==> src/rtl/kinase_valve_sequencer_pkg.sv <==
// rtl/kinase_valve_sequencer_pkg.sv - valve widths, step entry layout, FSM states and pump patterns
package kinase_ctrl_pkg;

  localparam int N_CTRL_A   = 13;
  localparam int N_CTRL_S   = 4;
  localparam int N_PUMP_A   = 3;
  localparam int N_PUMP_B   = 2;
  localparam int N_PH_A     = 6;
  localparam int N_PH_B     = 2;
  localparam int STEP_HDR_W = 2 + N_CTRL_S + N_CTRL_A;

  // Upper part of a prog_data word; the duration field sits directly below it.
  typedef struct packed {
    logic                pump_b_en;
    logic                pump_a_en;
    logic [N_CTRL_S-1:0] ctrl_s;
    logic [N_CTRL_A-1:0] ctrl_a;
  } step_t;

  typedef logic [2:0] state_t;
  localparam state_t ST_IDLE  = 3'd0;
  localparam state_t ST_LOAD  = 3'd1;
  localparam state_t ST_RUN   = 3'd2;
  localparam state_t ST_FLUSH = 3'd3;
  localparam state_t ST_DONE  = 3'd4;

  // Element 0 is phase 0; 1 = valve closed.
  localparam logic [N_PH_A-1:0][N_PUMP_A-1:0] PUMP_A_PAT =
    {3'b010, 3'b110, 3'b100, 3'b101, 3'b001, 3'b011};
  localparam logic [N_PH_B-1:0][N_PUMP_B-1:0] PUMP_B_PAT = {2'b01, 2'b10};

endpackage

==> src/rtl/kinase_valve_sequencer_if.sv <==
// rtl/kinase_valve_sequencer_if.sv - host program/control bus and valve outputs of the sequencer
interface kinase_valve_sequencer_if
  import kinase_ctrl_pkg::*;
#(
  parameter int N_STEPS = 16,
  parameter int DUR_W   = 16,
  parameter int DIV_W   = 12
);
  localparam int AW = $clog2(N_STEPS);

  logic                        prog_we;
  logic [AW-1:0]               prog_addr;
  logic [STEP_HDR_W+DUR_W-1:0] prog_data;
  logic [AW-1:0]               last_step;
  logic [DIV_W-1:0]            pump_div;
  logic                        start;
  logic                        abort;
  logic                        flush_req;
  logic                        busy;
  logic                        done;
  logic                        flush_active;
  logic [AW-1:0]               step_idx;
  logic [N_CTRL_A-1:0]         valve_ctrl_a;
  logic [N_CTRL_S-1:0]         valve_ctrl_s;
  logic [N_PUMP_A-1:0]         valve_pump_a;
  logic [N_PUMP_B-1:0]         valve_pump_b;

  modport master (
    output prog_we, prog_addr, prog_data, last_step, pump_div, start, abort, flush_req,
    input  busy, done, flush_active, step_idx,
    input  valve_ctrl_a, valve_ctrl_s, valve_pump_a, valve_pump_b
  );

  modport slave (
    input  prog_we, prog_addr, prog_data, last_step, pump_div, start, abort, flush_req,
    output busy, done, flush_active, step_idx,
    output valve_ctrl_a, valve_ctrl_s, valve_pump_a, valve_pump_b
  );

endinterface

==> src/rtl/kinase_valve_sequencer_pump_gen.sv <==
// rtl/kinase_valve_sequencer_pump_gen.sv - phase stepper for one pump; the output register shows
// the phase of the previous cycle, so every pattern is held a full divider period
module kinase_pump_gen
  import kinase_ctrl_pkg::*;
#(
  parameter int N_VALVE = 3,
  parameter int N_PHASE = 6,
  parameter logic [N_PHASE-1:0][N_VALVE-1:0] PAT = '0
) (
  input  logic               clk,
  input  logic               rst_n,
  input  logic               i_clr,
  input  logic               i_act,
  input  logic               i_seal,
  input  logic               i_en,
  input  logic               i_tick,
  output logic [N_VALVE-1:0] o_valve
);

  localparam int PH_W = (N_PHASE > 1) ? $clog2(N_PHASE) : 1;

  logic [PH_W-1:0] r_phase;

  always_ff @(posedge clk or negedge rst_n) begin
    if (!rst_n) begin
      r_phase <= '0;
      o_valve <= '0;
    end else if (i_clr) begin
      r_phase <= '0;
      o_valve <= '0;
    end else if (i_seal) begin
      o_valve <= '1;
    end else if (i_act) begin
      o_valve <= i_en ? PAT[r_phase] : '1;
      if (i_tick && i_en)
        r_phase <= (r_phase == PH_W'(N_PHASE - 1)) ? '0 : r_phase + 1'b1;
    end else begin
      o_valve <= '0;
    end
  end

endmodule

==> src/rtl/kinase_valve_sequencer.sv <==
// rtl/kinase_valve_sequencer.sv - step table, sequencing FSM, flush timer and pump generators
module kinase_valve_sequencer
  import kinase_ctrl_pkg::*;
#(
  parameter int N_STEPS      = 16,
  parameter int DUR_W        = 16,
  parameter int DIV_W        = 12,
  parameter int FLUSH_CYCLES = 1024
) (
  input logic                    clk,
  input logic                    rst_n,
  kinase_valve_sequencer_if.slave bus
);

  localparam int AW    = $clog2(N_STEPS);
  localparam int FC_W  = $clog2(FLUSH_CYCLES) + 1;
  localparam int ENT_W = STEP_HDR_W + DUR_W;

  logic [ENT_W-1:0]    r_table [N_STEPS];
  logic [ENT_W-1:0]    r_rd;
  state_t              r_state, w_state_nxt;
  logic [AW-1:0]       r_idx, w_idx_nxt, r_last;
  logic [DIV_W-1:0]    r_div, r_pump_div;
  logic [DUR_W-1:0]    r_dur;
  logic [FC_W-1:0]     r_fcnt;
  logic [N_CTRL_A-1:0] r_ctrl_a;
  logic [N_CTRL_S-1:0] r_ctrl_s;
  logic                r_a_en, r_b_en, r_done, r_busy, r_flush;
  step_t               w_rd_hdr;
  logic [DUR_W-1:0]    w_rd_dur;
  logic                w_start, w_abort, w_expire, w_tick, w_act, w_seal, w_en_a, w_en_b;
  logic [N_PUMP_A-1:0] w_pump_a;
  logic [N_PUMP_B-1:0] w_pump_b;

  assign w_rd_hdr = step_t'(r_rd[ENT_W-1:DUR_W]);
  assign w_rd_dur = r_rd[DUR_W-1:0];
  assign w_start  = (r_state == ST_IDLE) && bus.start && !bus.flush_req;
  assign w_abort  = bus.abort && (r_state inside {ST_LOAD, ST_RUN, ST_FLUSH});
  assign w_expire = (r_state == ST_RUN) && (r_dur == DUR_W'(1));
  assign w_tick   = (r_div == r_pump_div);
  assign w_act    = (r_state inside {ST_LOAD, ST_RUN}) && (w_state_nxt inside {ST_LOAD, ST_RUN});
  assign w_seal   = (w_state_nxt == ST_FLUSH);
  // While loading, the entry about to be applied already decides whether its pumps move.
  assign w_en_a   = (r_state == ST_LOAD) ? w_rd_hdr.pump_a_en : r_a_en;
  assign w_en_b   = (r_state == ST_LOAD) ? w_rd_hdr.pump_b_en : r_b_en;

  always_comb begin
    w_state_nxt = r_state;
    w_idx_nxt   = r_idx;
    if (w_abort) begin
      w_state_nxt = ST_IDLE;
      w_idx_nxt   = '0;
    end else begin
      case (r_state)
        ST_IDLE:  if (bus.flush_req) w_state_nxt = ST_FLUSH;
                  else if (bus.start) w_state_nxt = ST_LOAD;
        ST_LOAD:  w_state_nxt = ST_RUN;
        ST_RUN:   if (w_expire) begin
                    if (r_idx >= r_last) begin
                      w_state_nxt = ST_DONE;
                      w_idx_nxt   = '0;
                    end else begin
                      w_state_nxt = ST_LOAD;
                      w_idx_nxt   = r_idx + 1'b1;
                    end
                  end
        ST_FLUSH: if (r_fcnt == '0) w_state_nxt = ST_IDLE;
        ST_DONE:  w_state_nxt = bus.flush_req ? ST_FLUSH : ST_IDLE;
        default: begin
          w_state_nxt = ST_IDLE;
          w_idx_nxt   = '0;
        end
      endcase
    end
  end

  // Read address is the next step index, so the entry is ready during the LOAD cycle.
  always_ff @(posedge clk) begin
    if (bus.prog_we && !r_busy) r_table[bus.prog_addr] <= bus.prog_data;
    r_rd <= r_table[w_idx_nxt];
  end

  always_ff @(posedge clk or negedge rst_n) begin
    if (!rst_n) begin
      r_state    <= ST_IDLE;
      r_idx      <= '0;
      r_last     <= '0;
      r_pump_div <= '0;
      r_div      <= '0;
      r_dur      <= '0;
      r_fcnt     <= '0;
      r_ctrl_a   <= '0;
      r_ctrl_s   <= '0;
      r_a_en     <= 1'b0;
      r_b_en     <= 1'b0;
      r_done     <= 1'b0;
      r_busy     <= 1'b0;
      r_flush    <= 1'b0;
    end else begin
      r_state <= w_state_nxt;
      r_idx   <= w_idx_nxt;
      r_done  <= (w_state_nxt == ST_DONE);
      r_busy  <= (w_state_nxt inside {ST_LOAD, ST_RUN, ST_FLUSH});
      r_flush <= (w_state_nxt == ST_FLUSH);
      if (w_start) begin
        r_last     <= bus.last_step;
        r_pump_div <= bus.pump_div;
      end
      if (w_start)    r_div <= '0;
      else if (w_act) r_div <= w_tick ? '0 : r_div + 1'b1;
      if (r_state != ST_FLUSH && w_state_nxt == ST_FLUSH) r_fcnt <= FC_W'(FLUSH_CYCLES - 1);
      else if (r_state == ST_FLUSH && r_fcnt != '0)      r_fcnt <= r_fcnt - 1'b1;
      if (r_state == ST_LOAD && w_state_nxt == ST_RUN) begin
        r_ctrl_a <= w_rd_hdr.ctrl_a;
        r_ctrl_s <= w_rd_hdr.ctrl_s;
        r_a_en   <= w_rd_hdr.pump_a_en;
        r_b_en   <= w_rd_hdr.pump_b_en;
        r_dur    <= (w_rd_dur == '0) ? DUR_W'(1) : w_rd_dur;
      end else if (w_state_nxt == ST_RUN) begin
        r_dur <= r_dur - 1'b1;
      end else if (w_state_nxt == ST_LOAD) begin
        r_ctrl_a <= r_ctrl_a;
        r_ctrl_s <= r_ctrl_s;
      end else if (w_state_nxt == ST_FLUSH) begin
        r_ctrl_a <= '1;
        r_ctrl_s <= '1;
      end else begin
        r_ctrl_a <= '0;
        r_ctrl_s <= '0;
      end
    end
  end

  kinase_pump_gen #(.N_VALVE(N_PUMP_A), .N_PHASE(N_PH_A), .PAT(PUMP_A_PAT)) u_pump_a (
    .clk(clk), .rst_n(rst_n), .i_clr(w_start), .i_act(w_act), .i_seal(w_seal),
    .i_en(w_en_a), .i_tick(w_tick), .o_valve(w_pump_a)
  );

  kinase_pump_gen #(.N_VALVE(N_PUMP_B), .N_PHASE(N_PH_B), .PAT(PUMP_B_PAT)) u_pump_b (
    .clk(clk), .rst_n(rst_n), .i_clr(w_start), .i_act(w_act), .i_seal(w_seal),
    .i_en(w_en_b), .i_tick(w_tick), .o_valve(w_pump_b)
  );

  assign bus.busy         = r_busy;
  assign bus.done         = r_done;
  assign bus.flush_active = r_flush;
  assign bus.step_idx     = r_idx;
  assign bus.valve_ctrl_a = r_ctrl_a;
  assign bus.valve_ctrl_s = r_ctrl_s;
  assign bus.valve_pump_a = w_pump_a;
  assign bus.valve_pump_b = w_pump_b;

endmodule

==> src/flat_wrapper.sv <==
// flat-port wrapper written by rule: the top's interface ports become plain ports
module kinase_valve_sequencer_flat import kinase_ctrl_pkg::*;
#(
  parameter int N_STEPS      = 16,
  parameter int DUR_W        = 16,
  parameter int DIV_W        = 12,
  parameter int FLUSH_CYCLES = 1024
)
  (clk, rst_n, bus_prog_we, bus_prog_addr, bus_prog_data, bus_last_step, bus_pump_div, bus_start, bus_abort, bus_flush_req, bus_busy, bus_done, bus_flush_active, bus_step_idx, bus_valve_ctrl_a, bus_valve_ctrl_s, bus_valve_pump_a, bus_valve_pump_b);
  kinase_valve_sequencer_if #(.N_STEPS(N_STEPS), .DUR_W(DUR_W), .DIV_W(DIV_W)) bus_i ();
  input logic clk;
  input logic rst_n;
  input wire logic [$bits(bus_i.prog_we)-1:0] bus_prog_we;
  input wire logic [$bits(bus_i.prog_addr)-1:0] bus_prog_addr;
  input wire logic [$bits(bus_i.prog_data)-1:0] bus_prog_data;
  input wire logic [$bits(bus_i.last_step)-1:0] bus_last_step;
  input wire logic [$bits(bus_i.pump_div)-1:0] bus_pump_div;
  input wire logic [$bits(bus_i.start)-1:0] bus_start;
  input wire logic [$bits(bus_i.abort)-1:0] bus_abort;
  input wire logic [$bits(bus_i.flush_req)-1:0] bus_flush_req;
  output wire logic [$bits(bus_i.busy)-1:0] bus_busy;
  output wire logic [$bits(bus_i.done)-1:0] bus_done;
  output wire logic [$bits(bus_i.flush_active)-1:0] bus_flush_active;
  output wire logic [$bits(bus_i.step_idx)-1:0] bus_step_idx;
  output wire logic [$bits(bus_i.valve_ctrl_a)-1:0] bus_valve_ctrl_a;
  output wire logic [$bits(bus_i.valve_ctrl_s)-1:0] bus_valve_ctrl_s;
  output wire logic [$bits(bus_i.valve_pump_a)-1:0] bus_valve_pump_a;
  output wire logic [$bits(bus_i.valve_pump_b)-1:0] bus_valve_pump_b;
  assign bus_i.prog_we = bus_prog_we;
  assign bus_i.prog_addr = bus_prog_addr;
  assign bus_i.prog_data = bus_prog_data;
  assign bus_i.last_step = bus_last_step;
  assign bus_i.pump_div = bus_pump_div;
  assign bus_i.start = bus_start;
  assign bus_i.abort = bus_abort;
  assign bus_i.flush_req = bus_flush_req;
  assign bus_busy = bus_i.busy;
  assign bus_done = bus_i.done;
  assign bus_flush_active = bus_i.flush_active;
  assign bus_step_idx = bus_i.step_idx;
  assign bus_valve_ctrl_a = bus_i.valve_ctrl_a;
  assign bus_valve_ctrl_s = bus_i.valve_ctrl_s;
  assign bus_valve_pump_a = bus_i.valve_pump_a;
  assign bus_valve_pump_b = bus_i.valve_pump_b;
  kinase_valve_sequencer #(.N_STEPS(N_STEPS), .DUR_W(DUR_W), .DIV_W(DIV_W), .FLUSH_CYCLES(FLUSH_CYCLES)) u_core (.clk(clk), .rst_n(rst_n), .bus(bus_i));
endmodule
==> config.mk <==
export PLATFORM = sky130hd
export DESIGN_NAME = kinase_valve_sequencer_flat
export DESIGN_NICKNAME = d
export VERILOG_FILES = /design/src/rtl/kinase_valve_sequencer_pkg.sv /design/src/rtl/kinase_valve_sequencer_if.sv /design/src/rtl/kinase_valve_sequencer_pump_gen.sv /design/src/rtl/kinase_valve_sequencer.sv /design/src/flat_wrapper.sv
export SDC_FILE = /design/constraint.sdc
export NUM_CORES = 1
export LEC_CHECK = 0
export CAP_MARGIN = 20
export CORE_UTILIZATION = 50
export DETAILED_ROUTE_END_ITERATION = 8
export PLACE_DENSITY_LB_ADDON = 0.12
export SLEW_MARGIN = 10
export SYNTH_ARGS = -nofsm -noshare
export SYNTH_HDL_FRONTEND = slang
export SYNTH_SLANG_ARGS = --single-unit
==> constraint.sdc <==
create_clock -name clk -period 5.44 [get_ports clk]
set_input_delay 1.088 -clock clk [delete_from_list [all_inputs] [get_ports clk]]
set_output_delay 1.088 -clock clk [all_outputs]
set_load 0.005 [all_outputs]
==> results of run 1 <==
[synthesized netlist by cell type (all sizes together) (8+ instances only)]
library cell,instances
o2111ai,142
buf,41
dfrtp,93
nand4,180
xor2,16
inv,20
ha,10
clkbuf,139
o31ai,13
dfxtp,35
edfxtp,560
o21ai,178
mux2,155
nand2,43
o2bb2ai,9
nor3,18
and3,8
a21oi,24
nand3,154
a221o,18
nor4,15
nor2,58
nand2b,8
[flip-flops by register name (all words and copies together), names as in the netlist]
signal / flops
u_core.bus.done: 1
u_core.r_a_en: 1
u_core.r_rd: 35
u_core.r_dur: 16
u_core.bus.valve_ctrl_s: 4
u_core.u_pump_a.r_phase: 3
u_core.r_div: 12
u_core.u_pump_a.o_valve: 3
u_core.bus.busy: 1
u_core.bus.step_idx: 4
u_core.u_pump_b.r_phase: 1
u_core.u_pump_b.o_valve: 2
u_core.r_pump_div: 12
u_core.bus.flush_active: 1
u_core.r_b_en: 1
u_core.r_table: 560
u_core.r_last: 4
u_core.bus.valve_ctrl_a: 13
u_core.r_fcnt: 11
u_core.r_state: 3
[layout by cell type, fill, tap and decap left out, types with 23 or more instances in the layout]
master and count:
edfxtp_1 560, nand2_1 42, o2111ai_1 141, nor2_1 44, clkbuf_16 75, dfrtp_1 93
clkdlybuf4s50_1 88, nand3_1 154, mux2_2 155, o21ai_0 167, nand4_1 180, buf_4 40
dfxtp_1 35, clkbuf_1 32, a21oi_1 23
[power groups by stage]
stage	registers (mW)	logic, mW	clock network, mW
floorplan	6.31	1.15	0
global placement	6.37	1.78	0
detailed placement	6.37	1.82	0
CTS	6.27	1.83	4.92
global route	6.31	1.99	5.13
finish	6.27	1.81	4.87
[final cells by class]
class	count	area (um2)
Multi-Input combinational cell	1130	8127
Timing Repair Buffer	144	1488
Fill cell	4504	23570
Inverter	21	78.83
Antenna cell	4	10.01
Clock buffer	113	2079
Sequential cell	688	19840
Tap cell	756	945.9
Clock inverter	20	242.7
[cell families (layout without fill, tap and decap cells)]
family,after synthesis,after routing
compound gates,423,423
xor+xnor,23,23
fa+ha+maj,10,10
buf+inv,201,298
flops,688,688
mux,157,157
other cells,0,4
simple gates,517,517
[final timing paths]
path | from | to | slack (ns) | depth (start not counted)
min in group asynchronous | rst_n | u_core.r_pump_div[3] | 0.56 | 1
worst max register to register | u_core.bus.step_idx[0] | u_core.bus.valve_ctrl_s[3] | 1.20 | 9
worst max-delay path | u_core.bus.step_idx[0] | u_core.bus.valve_ctrl_s[3] | 1.20 | 9
worst min-delay path | u_core.r_rd[32] | u_core.bus.valve_ctrl_s[3] | 0.47 | 1
max in group asynchronous | rst_n | u_core.bus.valve_ctrl_a[3] | 3.78 | 2
worst min register to register | u_core.r_rd[32] | u_core.bus.valve_ctrl_s[3] | 0.47 | 1
[through the flow]
stage / utilization, % / setup slack, ns / std cells / hold WS [ns] / area, um2
2_1_floorplan: - / 1.035 / 2019 / 0.4396 / 28580
3_3_place_gp: 54.01 / 0.8116 / 2737 / 0.4521 / 30460
3_5_place_dp: 54.06 / 0.7541 / 2739 / 0.4544 / 30480
4_1_cts: 58.18 / 1.198 / 2872 / 0.4770 / 32810
5_1_grt: 58.18 / 0.9276 / 2873 / 0.4870 / 32810
6_report: 58.20 / 1.204 / 2876 / 0.4715 / 32820
[worst register-to-register path, cell delays in order (launching register included)]
cell and delay (ns):
dfrtp_1 0.55, inv_1 0.08, ha_1 0.29, nand2b_1 0.18, a2111oi_2 0.72, o211ai_1 0.26
a2111oi_0 0.69, or3_1 0.71, nor2_8 0.25, a221o_1 0.37
[routing by layer]
layer / global-route usage (%) / vias to the layer above
li1: - / 8213
met1: 38.60 / 9556
met2: 40.53 / 833
met3: 5.730 / 148
met4: 8.516 / 2
met5: 0 / -
==> impl_metrics.ini, run 1 <==
[power_and_ir_drop]
p_int_mw = 9.609
combPwrFrac_pct = 14.0
p_leak_nw = 11.18
switchingPower_mw = 3.339
clock_power_share_pct = 37.6
finalPower_mw = 12.95
vdd_drop_max_uv = 228.6
switching_share_pct = 25.79
pwr-share-seq_pct = 48.4
pwr_density_cell_nw_per_um2 = 394.6

[global_routing]
grt_pass1_vias = 18104
grt_overflow_total = 0
grt_max_degree = 141
grtUsageTotal_pct = 26.76
antenna_found_initial = 5
grt_pass1_wl_um = 114500

[worst_setup_path]
start_kind = flip-flop
cp_cell_sequence = inv_1 -> ha_1 -> nand2b_1 -> a2111oi_2 -> o211ai_1 -> a2111oi_0 -> or3_1 -> nor2_8 -> a221o_1
crit_path_end_kind = flip-flop
crit_buf_inv = 1
cp_max_fo = 19
crit_family = compound AO/OA/AOI/OAI gates
crit_arrival_ns = 4.71
critPathSlowestCell = a2111oi_2
path_class = flip-flop to flip-flop
max_stage_delay_ns = 0.72
crit_required_ns = 5.92

[clocking]
cts_root_buffer = clkbuf_16
path_clk_slew_ns = 0.06
cts.sinks = 688
cts_max_path_buffers = 3
cts_buffers = 73
post_cts_buffers = 0
cts_tree = built
htreeDepth = 3
clk_latency_ns = 0.63
ctsHoldBuffers = 0
cts_resized = 0

[yosys]
yosys.area_share.adder_pct = 0.4378
synth.area.top_cells = edfxtp_1 (59%), dfrtp_1 (8.1%), mux2_2 (6.1%)
synthCells = 2019
synth_edf_count = 560
yosys.area.top_type_share_pct = 58.84
yosysUniqueCellTypes = 75
synth-seq-cells = 688
synthMuxAreaShare_pct = 6.177
synth_xor_xnor_area_share_pct = 0.7311
yosys_warnings = 0
synthFlopType = edfxtp_1
synthArstFlopShare_pct = 13.52
synth_area_leader_cell = edfxtp_1
synthesis.nets = 2090
netlist_area_um2 = 28580
synth_top_family_by_area = compound AO/OA/AOI/OAI gates
synth_area_per_cell_um2 = 14.15
ys_seq_area_share_pct = 69.44
synth_simple_gate_area_share_pct = 9.938
synth_compound_area_share_pct = 10.46

[sta]
finalHoldViolations = 0
clock_skew_ns = 0.02760
maxSlewHeadroom_pct = 29.09
slew_violations = 0
post-route-period-util_pct = 77.88
finalSetupViolCount = 0
rsz0062_at_grt = no
period_needed_ns = 4.236
tns_ns = 0
max_freq_mhz = 236.0
worstMarginPinSlew_ns = 1.064

[layout]
final_layout_size_suffix_gt1_share_pct = 16.73
area_growth_pct = 14.82
layout.nets = 2129

[routing]
drc = 0
dr_wl_met2_um = 34830
dr.pass1.iters = 5
drt_wl_total_um = 77090
wl_met3_um = 6636
num_vias = 18752
topRoutingLayerUsed = met5
via_per_inst = 6.520
avgRoutedWirePerCell_um = 26.80
drt-met1-wl_um = 33440
drt-initial-drc-count = 1885
antenna_left = 0

[status]
status = completed

[floorplanning]
ios = 90
die_h_um = 241.1
rows = 87
die_area_um2 = 58120
initial_core_util_pct = 50.68
core-area_um2 = 56390
die_w_um = 241.1

[worst_hold_path]
hold_class = flip-flop to flip-flop

[placed_design]
hpwl_um = 39810
gp_congestion = 0.7927
port_buffers = 89

[run]
max-cap-violations = 0
Power figures use the tool's default switching activity.
==> run 2: changes to the inputs <==
==> constraint.sdc (replaced) <==
create_clock -name clk -period 4.4 [get_ports clk]
set_input_delay 0.88 -clock clk [delete_from_list [all_inputs] [get_ports clk]]
set_output_delay 0.88 -clock clk [all_outputs]
set_load 0.005 [all_outputs]
==> impl_metrics.ini, run 2 (synthesis gave the netlist of run 1 again) <==
[floorplanning]
initial_core_util_pct = 50.68
die_area_um2 = 58120
rows = 87
die_w_um = 241.1
die_h_um = 241.1
core-area_um2 = 56390
ios = 90

[worst_setup_path]
critPathSlowestCell = xnor2_2
crit_buf_inv = 2
path_class = flip-flop to flip-flop
crit_arrival_ns = 4.30
crit_path_end_kind = flip-flop
cp_cell_sequence = inv_1 -> ha_1 -> nand2b_1 -> a2111oi_2 -> buf_4 -> o211ai_1 -> a2111o_1 -> xnor2_2 -> or3_1 -> o22ai_1
start_kind = flip-flop
cp_max_fo = 19
crit_start = u_core.bus.step_idx[0]
crit-reg2reg-launch = u_core.bus.step_idx[0]
crit_required_ns = 4.86
crit_family = compound AO/OA/AOI/OAI gates
max_stage_delay_ns = 0.73

[layout]
top_regs = u_core.r_table x560, u_core.r_rd x35, u_core.r_dur x16
final_cell_mix = edfxtp_1 (560), nand4_1 (180), o21ai_0 (167)
postLayoutCoreUtil_pct = 58.29
area_growth_pct = 15.00
final_layout_size_suffix_gt1_share_pct = 16.91
largest_reg_flops = 560
layout.nets = 2125
largest-register = u_core.r_table
layout_commonest_cell = edfxtp_1

[sta]
worstMarginPinSlew_ns = 0.9624
finalSetupViolCount = 0
max_freq_mhz = 260.4
finalHoldViolations = 0
tns_ns = 0
clock_skew_ns = 0.02236
period_needed_ns = 3.840
slew_violations = 0
setup_ws_ns = 0.5595
rsz0062_at_grt = no
post-route-period-util_pct = 87.28
maxSlewHeadroom_pct = 35.54
whs_ns = 0.3467

[worst_hold_path]
hold_class = input port to asynchronous set/reset pin

[routing]
num_vias = 18620
avgRoutedWirePerCell_um = 26.54
via_per_inst = 6.492
antenna_left = 0
dr.pass1.iters = 5
drt-initial-drc-count = 1800
drt_wl_total_um = 76120
drc = 0

[power_and_ir_drop]
p_leak_nw = 11.20
vdd_drop_max_uv = 351.5
pwr_density_cell_nw_per_um2 = 487.3

[placed_design]
post-place-ws_ns = 0.3486
gp_congestion = 0.7896
hpwl_um = 38040
port_buffers = 89

[clocking]
cts_resized = 0
cts.sinks = 688
htreeDepth = 3
cts_buffers = 72
cts_root_buffer = clkbuf_16
ctsHoldBuffers = 0
cts_tree = built
clk_latency_ns = 0.61
post_cts_buffers = 0
path_clk_slew_ns = 0.06
cts_max_path_buffers = 3

[global_routing]
grt_overflow_total = 0
grt_pass1_wl_um = 114000
grtUsageTotal_pct = 26.36
grt_pass1_vias = 18253
grt_max_degree = 141
antenna_found_initial = 9

[run]
max-cap-violations = 0

[status]
status = completed
-- run 2: cell count changes in the layout (fill, tap and decap cells not counted), sizes merged --
| cell | change |
|---|---|
| clkbuf | -13 |
| inv | -1 |
| buf | -3 |
| clkinvlp | +1 |
| clkinv | +9 |
| diode | -3 |
| bufinv | +2 |
-- run 2: final cells by class --
cell class,count,area [um2]
Fill cell,4446,23520
Tap cell,756,945.9
Clock buffer,100,2009
Antenna cell,1,2.502
Sequential cell,688,19840
Multi-Input combinational cell,1130,8127
Clock inverter,31,322.8
Timing Repair Buffer,141,1536
Inverter,21,78.83
-- run 2: routing by layer --
metal / vias up / share of wire [%] / track usage, %
met5: - / 0.059 / 0
met4: 8 / 1.9 / 7.326
met3: 125 / 8.5 / 4.712
met2: 827 / 45 / 40.06
met1: 9461 / 44 / 38.95
li1: 8199 / - / -
-- run 2: report_power, final --
part           switching [mW]  leakage, nW  internal, mW
registers               0.299         6.47          7.46
logic                    1.31         3.60         0.937
clock network            2.46         1.13          3.55
-- run 2: per-stage QoR --
step | instances | area (um2) | power [mW]
after floorplan | 2019 | 28580 | 9.217
after global placement | 2735 | 30500 | 10.08
after detailed placement | 2735 | 30500 | 10.14
after CTS | 2866 | 32840 | 16.11
after global routing | 2867 | 32860 | 16.62
final | 2868 | 32870 | 16.02
-- run 2: worst paths after layout --
| path | to | slack (ns) | cells past startpoint |
|---|---|---|---|
| worst max-delay path | u_core.r_div[9] | 0.56 | 10 |
| worst min-delay path | u_core.r_pump_div[4] | 0.35 | 1 |
| worst max register to register | u_core.r_div[9] | 0.56 | 10 |
| worst min register to register | u_core.bus.valve_ctrl_s[1] | 0.46 | 1 |
| max in group asynchronous | u_core.r_b_en | 3.22 | 2 |
| min in group clk | u_core.bus.valve_ctrl_s[1] | 0.46 | 1 |
==> run 3: changes to the inputs <==
--- a/config.mk
+++ b/config.mk
@@ -8,8 +8,10 @@
 export CAP_MARGIN = 20
 export CORE_UTILIZATION = 50
 export DETAILED_ROUTE_END_ITERATION = 8
+export GPL_ROUTABILITY_DRIVEN = 0
 export PLACE_DENSITY_LB_ADDON = 0.12
 export SLEW_MARGIN = 10
 export SYNTH_ARGS = -nofsm -noshare
 export SYNTH_HDL_FRONTEND = slang
 export SYNTH_SLANG_ARGS = --single-unit
+export TNS_END_PERCENT = 10
==> results of run 3 <==
Final layout, timing and power as in run 2 (identical DEF).
==> edit, RTL diff (settings of run 1) <==
`DUR_W` is set to 16 in 3 places; all go to 14.
--- a/src/rtl/kinase_valve_sequencer_if.sv
+++ b/src/rtl/kinase_valve_sequencer_if.sv
@@ -5,3 +5,3 @@
   parameter int N_STEPS = 16,
-  parameter int DUR_W   = 16,
+  parameter int DUR_W   = 14,
   parameter int DIV_W   = 12
--- a/src/rtl/kinase_valve_sequencer.sv
+++ b/src/rtl/kinase_valve_sequencer.sv
@@ -5,3 +5,3 @@
   parameter int N_STEPS      = 16,
-  parameter int DUR_W        = 16,
+  parameter int DUR_W        = 14,
   parameter int DIV_W        = 12,
--- a/src/flat_wrapper.sv
+++ b/src/flat_wrapper.sv
@@ -4,3 +4,3 @@
   parameter int N_STEPS      = 16,
-  parameter int DUR_W        = 16,
+  parameter int DUR_W        = 14,
   parameter int DIV_W        = 12,
Interface: changed (resized bus_prog_data); port bits go from 90 to 88. No check against the original RTL was run, so the function may have changed too.
==> edit against run 1 <==
- global-route usage is 2.4 points lower
- wire length decreased by 18%
- area after synthesis down 9.4%
- setup slack gained 0.30 ns
- combinational power decreased by 4%
- clock power decreased by 5.3%
- sequential cell count is 36 lower
- clock skew decreased by 0.0089 ns
- utilization about the same
- design area down 9.2%
- maximum frequency increased by 7.5%
- first-iteration DRC count fell by 15%
- total power down 3.8%
==> edit: results (changes against run 1) <==
Logic synthesis
  • Post-synth EDFFs: 528 (-5.7%)
  • Synth warnings: 0 (unchanged)
  • Async SR Flop Fraction: 14.0% (+0.44 points)
  • Top post-synthesis cells by area: edfxtp_1, dfrtp_1, nand2_1, a21oi_1, dfxtp_1
  • Gate count after technology mapping: 1985 (-1.7%)
  • Sequential cell area fraction in the yosys report: 72.6% (+3.1 points)
  • Synth top cells by count: edfxtp_1, nand2_1, a21oi_1
  • Post-synth cell types: 64 (-15%)

Worst setup path
  • Crit path arrival time: 4.45 ns (-0.26 ns)
  • Kind of critical path: flop to flop
  • CP max FO: 20 (+1)
  • R2R Path Start: u_core.bus.step_idx[0]

Placement
  • IO Port Bufs: 87 (-2.2%)
  • Post-Place Cells: 2672 (-2.4%)
  • Post-DP HPWL: 33500 um (-16%)
  • Final Wtd Congestion: 0.827 (+4.3%)

GRT
  • Global Route Usage Sum: 24.4% (-2.4 points)
  • Initial antenna violation count: 3 (-2)
  • Largest net degree at the start of global routing: 161 (+14%)
  • First-pass GRT wire length: 97000 um (-15%)
  • Vias in the first global route: 15900 (-12%)

Detailed routing
  • Detailed Route Iter0 Violations: 1604 (-15%)
  • DR vias: 16500 (-12%)
  • Routed wire length: 63200 um (-18%)
  • Post-DRT Antenna Nets: 0 (unchanged)
  • Drt pass-1 iters: 5 (unchanged)

Power
  • Pleak: 0.0106 uW (-5.1%)
  • Switching portion of total power: 25.8% (about the same)
  • VDD IR max: 280 uV (+22%)
  • Combinational fraction of design power: 14.0% (about the same)

CTS
  • # H-tree levels: 3 (unchanged)
  • Clock transition at path regs: 0.06 ns (about the same)
  • Worst-skew pair later-pin latency: 0.60 ns (-0.03 ns)
  • Clk Tree Root Cell: clkbuf_16
  • Maximum clock path buffer count: 3 (unchanged)
  • Resize count post-CTS: 0 (unchanged)
  • Total CTS buffers: 68 (-6.8%)
  • # Post-CTS Setup Buffers: 0 (unchanged)

STA
  • Pins Over Slew Limit: 0 (unchanged)
  • Rel. slew slack: 26.4% (-2.7 points)
  • Clk_skew: 0.0187 ns (-0.00892 ns)

Final layout
  • Largest regs: u_core.r_table: 528 flops, u_core.r_rd: 33 flops, u_core.r_dur: 14 flops
  • Largest reg by FF count: u_core.r_table
  • Non-filler instance count after layout: 2801 (-2.6%)
  • Layout cell share with drive strength beyond 1: 9.25% (-7.5 points)
  • Net count, final: 2132 (+0.14%)

Run status
  • Outcome: finished clean

Hold path
  • Hold_sp: u_core.r_rd[28]
  • HP Class: flop to flop
[edit: cell count changes after synthesis, sizes merged, moves of 35 or more]
cell	run 1	this run
clkbuf	139	48
a21oi	24	217
o2111ai	142	0
o21ai	178	45
buf	41	76
mux2	155	18
nand3	154	44
nand4	180	1
a32oi	0	67
nand2	43	492
[edit: metrics by stage]
stage	setup WS, ns	area [um2]	utilization (%)
6_report	1.50	29800	58.2
5_1_grt	1.09	29800	58.2
4_1_cts	1.42	29800	58.1
3_5_place_dp	1.36	27500	53.8
3_3_place_gp	1.44	27500	53.8
2_1_floorplan	1.06	25900	-
[edit: kinds of logic after synthesis]
family | Yosys count | share of synthesized area (%)
AO/OA/AOI/OAI | 457 | 11.5
buffers and inverters | 143 | 2.76
multiplexers | 20 | 0.860
AND/OR/NAND/NOR | 683 | 11.1
flip-flops | 652 | 72.6
XOR/XNOR | 20 | 0.676
adder cells (fa/ha/maj) | 10 | 0.483
[edit: routing by layer]
metal	vias up	wire (um)	GRT usage, %
li1	7543	-	-
met1	8314	28400	35.2
met2	536	29800	38.5
met3	100	3690	3.83
met4	2	1330	6.73
met5	-	13	0
[edit: worst paths after layout]
| kind | cells past startpoint | endpoint | slack, ns |
|---|---|---|---|
| max | 11 | u_core.r_fcnt[1] | 1.50 |
| max reg2reg | 11 | u_core.r_fcnt[1] | 1.50 |
| min reg2reg | 1 | u_core.bus.valve_ctrl_s[1] | 0.46 |
| min | 1 | u_core.bus.valve_ctrl_s[1] | 0.46 |
| max in group asynchronous | 2 | u_core.bus.valve_ctrl_s[3] | 3.78 |
| min in group asynchronous | 1 | u_core.r_dur[4] | 0.57 |
[edit: layout make-up]
cell class              instances  area (um2)
diodes                          2        5.00
clock buffers                  96        1930
clock inverters                30         294
fillers                      4069       21400
inverters                      19        78.8
multi-input cells            1190        6520
flip-flops and latches        652       18800
well taps                     680         851
repair buffers                132        1310
[edit: power groups by stage]
stage / combinational [uW] / clock (uW) / sequential (uW)
after floorplan: 1060 / 0 / 6090
after global placement: 1690 / 0 / 6200
after detailed placement: 1750 / 0 / 6210
after CTS: 1760 / 4680 / 6110
after global routing: 1920 / 4880 / 6150
final: 1740 / 4610 / 6110
[edit: worst max-delay path: stages, from the launching register on]
cell and delay (ns):
dfrtp_1 0.48, inv_1 0.07, ha_1 0.28, nand2b_1 0.16, a2111oi_2 0.61, o21ai_1 0.24
and2_1 0.19, o21ai_0 0.22, nand2_1 0.18, inv_1 0.78, nand2_1 0.44, o211ai_1 0.21
